`src/rtl/demux12_stream.sv`:
```
// 1-to-2 valid/ready stream demultiplexer: each input word is steered by i_sel into
// a 2-entry FIFO for channel A or B, with saturating per-channel accepted-word counters.
module demux12_stream #(
  parameter int DATA_W = 8,
  parameter int CNT_W  = 16
) (
  input  logic              i_clk,
  input  logic              i_rst_n,
  input  logic [DATA_W-1:0] i_data,
  input  logic              i_sel,
  input  logic              i_valid,
  output logic              o_ready,
  output logic [DATA_W-1:0] o_a_data,
  output logic              o_a_valid,
  input  logic              i_a_ready,
  output logic [DATA_W-1:0] o_b_data,
  output logic              o_b_valid,
  input  logic              i_b_ready,
  output logic [CNT_W-1:0]  o_a_count,
  output logic [CNT_W-1:0]  o_b_count,
  input  logic              i_clr_count
);

  logic [1:0]        full;
  logic [1:0]        head_vld;
  logic [1:0]        cons_rdy;
  logic [DATA_W-1:0] head [2];
  logic [CNT_W-1:0]  cnt  [2];

  assign cons_rdy = {i_b_ready, i_a_ready};

  // Ready looks only at registered occupancy of the selected channel, so a full
  // channel stalls the producer even when the other channel has room.
  assign o_ready = i_sel ? !full[1] : !full[0];

  for (genvar c = 0; c < 2; c++) begin : g_ch
    localparam logic CH_SEL = 1'(c);

    logic [DATA_W-1:0] mem_q [2];
    logic              wr_ptr_q;
    logic              rd_ptr_q;
    logic [1:0]        occ_q;
    logic [1:0]        occ_d;
    logic [CNT_W-1:0]  cnt_q;
    logic [CNT_W-1:0]  cnt_d;
    logic              push;
    logic              pop;

    assign push = i_valid & o_ready & (i_sel == CH_SEL);
    assign pop  = (occ_q != 2'd0) & cons_rdy[c];

    always_comb begin
      occ_d = occ_q;
      unique case ({push, pop})
        2'b10:   occ_d = occ_q + 2'd1;
        2'b01:   occ_d = occ_q - 2'd1;
        default: occ_d = occ_q;
      endcase
    end

    // A clear coinciding with a push leaves that push counted.
    always_comb begin
      cnt_d = cnt_q;
      if (i_clr_count) begin
        cnt_d = push ? CNT_W'(1) : '0;
      end else if (push && (cnt_q != {CNT_W{1'b1}})) begin
        cnt_d = cnt_q + CNT_W'(1);
      end
    end

    always_ff @(posedge i_clk or negedge i_rst_n) begin
      if (!i_rst_n) begin
        mem_q[0] <= '0;
        mem_q[1] <= '0;
        wr_ptr_q <= 1'b0;
        rd_ptr_q <= 1'b0;
        occ_q    <= 2'd0;
        cnt_q    <= '0;
      end else begin
        if (push) begin
          mem_q[wr_ptr_q] <= i_data;
          wr_ptr_q        <= ~wr_ptr_q;
        end
        if (pop) begin
          rd_ptr_q <= ~rd_ptr_q;
        end
        occ_q <= occ_d;
        cnt_q <= cnt_d;
      end
    end

    assign full[c]     = (occ_q == 2'd2);
    assign head_vld[c] = (occ_q != 2'd0);
    assign head[c]     = mem_q[rd_ptr_q];
    assign cnt[c]      = cnt_q;
  end

  assign o_a_data  = head[0];
  assign o_a_valid = head_vld[0];
  assign o_b_data  = head[1];
  assign o_b_valid = head_vld[1];
  assign o_a_count = cnt[0];
  assign o_b_count = cnt[1];

endmodule
```
`config.mk`:
```
export PLATFORM = sky130hd
export DESIGN_NAME = demux12_stream
export DESIGN_NICKNAME = d
export VERILOG_FILES = /design/src/rtl/demux12_stream.sv
export SDC_FILE = /design/constraint.sdc
export NUM_CORES = 1
export LEC_CHECK = 0
export BUFFER_PORTS_ARGS = -buffer_cell sky130_fd_sc_hd__buf_2
export CORE_MARGIN = 10
export CORE_UTILIZATION = 55
export CTS_BUF_LIST = sky130_fd_sc_hd__clkbuf_8 sky130_fd_sc_hd__clkbuf_16
export DETAILED_ROUTE_END_ITERATION = 8
export GPL_TIMING_DRIVEN = 0
export PLACE_DENSITY_LB_ADDON = 0.1
export REMOVE_ABC_BUFFERS = 1
export SLEW_MARGIN = 20
export SYNTH_ARGS = -nofsm -noshare
export SYNTH_HDL_FRONTEND = slang
export SYNTH_SLANG_ARGS = --single-unit
```
`constraint.sdc`:
```
create_clock -name i_clk -period 5.5 [get_ports i_clk]
set_clock_uncertainty 0.15 [all_clocks]
set_input_delay 1.65 -clock i_clk [delete_from_list [all_inputs] [get_ports i_clk]]
set_output_delay 1.65 -clock i_clk [all_outputs]
set_load 0.03 [all_outputs]
```
==> impl_metrics.tcl <==
set metrics [dict create \
    synth_top_area_cell "dfrtp_1" \
    routed_wirelength_um 8630 \
    p_leak_uw 0.00188 \
    cp.required_ns 3.70 \
    start_util_pct 57.3 \
    switchingPower_uw 771 \
    grt_setup_unrepaired "no" \
    syn_area_per_cell_um2 11.1 \
    synth_top_area_share_pct 48.9 \
    track_usage_pct 17.0 \
    ys_warn_count 0 \
    slew_viol_final 0 \
    crit_top_cell "buf_2" \
    die_y_um 102 \
    swShare_pct 37.6 \
    worstPathMaxFanout 4 \
    synth-edff-count 0 \
    io_buffers 65 \
    finalNetCount 416 \
    setup_violations 0 \
    finalCriticalPeriod_ns 3.98 \
    hp-class "reg -> reg" \
    synth_seq_cells 72 \
    die_w_um 102 \
    timing.final.hold_violations 0 \
    rows 29 \
    seq_area_um2 1800 \
    synthTopCellsByCount "dfrtp_1, mux2_2, a21oi_1" \
    tns_ns 0 \
    syn_inst 331 \
    crit_path_max_incr_delay_ns 0.22 \
    postCtsHoldBufs 0 \
    yosys_most_used_dff "dfrtp_1" \
    cp_top_family "buffers and inverters" \
    crit_chain "buf_2 -> nor2_1 -> a21oi_1 -> buf_2" \
    final_cells 479 \
    cts_sinks 72 \
    timing.final.crit_share_pct 72.3 \
    grt_max_degree 47 \
    grt_pass1_vias 2864 \
    place.gp.congestion 0.804 \
    first_pass_iters 4 \
    arrival_ns 2.18 \
    antenna_found_initial 0 \
    overflow 0 \
    status "finished, final reports clean" \
    clkLatencyLatePin_ns 0.35 \
    route.vias.total 2919 \
    synth.cell_area_um2 3680 \
    cp-start-kind "primary input" \
    ys_types 38 \
    worst_pin_slew_ns 0.851 \
    fmax_mhz 251 \
    vdd_drop_max_mv 0.371 \
    power_frac_seq_pct 39.5 \
    power.internal_uw 1280 \
    crit_slowest_cell "buf_2" \
    areaGrowthSynthToFinish_pct 17.2 \
    cp-end-kind "output port" \
    io_pins 66 \
    diodes 0 \
    ant_nets 0 \
    via_per_inst 6.09 \
    drv_cap 0 \
    clkTransAtPathRegs_ns 0.08 \
    slew_headroom_pct 42.9 \
    cts_setup_buffers 0 \
    drt_first_iter_violations 88 \
    drcViolationCount 0 \
    clock-root-buffer "clkbuf_8" \
    cts_tree "built" \
    drive_gt1_share_pct 36.8 \
    power_frac_clock_pct 23.3 \
    post_cts_resize_count 0 \
    synth.most_common_cell "dfrtp_1" \
    crit_buf_inv 2 \
    p_per_area_nw_per_um2 475 \
    synthArstFlopShare_pct 100 \
    htree_levels 3 \
    wl_per_cell_um 18.0 \
    multiInputGateArea_um2 1810 \
    numCtsBuffers 9 \
    dp_hpwl_um 6090 \
    crit_type "in -> out" \
    pwr-share-comb_pct 37.1 \
    dieArea_um2 10400 \
    cts_buffer_depth 2 \
    core_area_um2 6420 \
    ys_seq_area_share_pct 48.9 \
    synth.area.top_cells "dfrtp_1, mux2_2, a21oi_1" \
    grt_pass1_wl_um 14200 \
    dpl.cell_count 463 \
    fillers 509 \
]
[placed cells by master, fill, tap and decap left out, types with 6 or more instances in the layout]
| master | instances |
|---|---|
| a21oi_1 | 17 |
| buf_2 | 64 |
| clkbuf_8 | 9 |
| dfrtp_1 | 72 |
| inv_1 | 6 |
| mux2_2 | 55 |
| nand2_1 | 14 |
| nand3_1 | 10 |
| nand4_1 | 12 |
| nor2_1 | 16 |
| nor2b_1 | 10 |
| nor3_1 | 7 |
| o31ai_1 | 10 |
| or4_1 | 10 |
| xnor2_1 | 6 |
[power by group through the flow]
stage / combinational, uW / clock, uW / sequential [uW]
after global routing: 820 / 507 / 834
after detailed placement: 770 / 0 / 822
after global placement: 753 / 0 / 808
after floorplan: 573 / 0 / 796
final: 762 / 478 / 811
after CTS: 776 / 487 / 812
[kinds of logic after synthesis]
family,count (synthesis),share of synthesized area [%]
and+or+nand+nor,117,18.4
adders and majority gates,4,1.36
AOI/OAI and AO/OA,55,10.2
xor gates and xnor gates,10,2.38
buffers and inverters,18,1.94
muxes,55,16.8
DFF,72,48.9
[worst paths after layout]
path | start | end | slack, ns | cells past startpoint
worst max-delay path | i_sel | o_ready | 1.52 | 4
worst min-delay path | g_ch[1].occ_q[1] | g_ch[1].occ_q[1] | 0.33 | 1
worst max register to register | o_b_count[0] | o_b_count[4] | 3.13 | 5
worst min register to register | g_ch[1].occ_q[1] | g_ch[1].occ_q[1] | 0.33 | 1
max in group asynchronous | i_rst_n | g_ch[0].wr_ptr_q | 3.59 | 2
min in group asynchronous | i_rst_n | o_b_count[13] | 1.06 | 1
[state kept, by name (all words and copies together), names as in the netlist]
register,flops
g_ch.occ_q,4
o_a_count,16
g_ch.wr_ptr_q,2
g_ch.rd_ptr_q,2
o_b_count,16
g_ch.mem_q,32
[area by class of cell]
type | instances | share of cell area (%)
clock buffers | 9 | 2.87
inverters | 7 | 0.609
flip-flops and latches | 72 | 41.8
multi-input cells | 241 | 41.9
well taps | 77 | 2.23
repair buffers | 66 | 8.23
clock inverters | 7 | 2.38
[stage by stage]
stage               utilization, %  power (uW)  area [um^2]  worst slack (ns)  hold WS [ns]
finish                        67.2        2050         4320              1.52         0.328
global route                  67.2        2160         4320              1.45         0.356
floorplan                        -        1370         3640              1.54         0.298
CTS                           67.2        2070         4320              1.51         0.334
global placement              63.2        1560         4060              1.51         0.319
detailed placement            63.7        1590         4090              1.51         0.324
[layer usage]
layer	part of all wire [%]	GRT usage, %	up-vias	wire, um
li1	-	-	1394	-
met1	45	21.7	1436	3910
met2	48	26.9	78	4110
met3	5.9	4.59	11	509
met4	1.2	6.51	0	104
met5	0	0	-	0
[worst register-to-register path, stage by stage (launching register included)]
cell      delay, ns
dfrtp_1        0.46
ha_1           0.40
inv_1          0.12
or3_1          0.44
a211oi_1       0.31
mux2_2         0.38
Note: power is estimated with default switching activity, not from simulation.
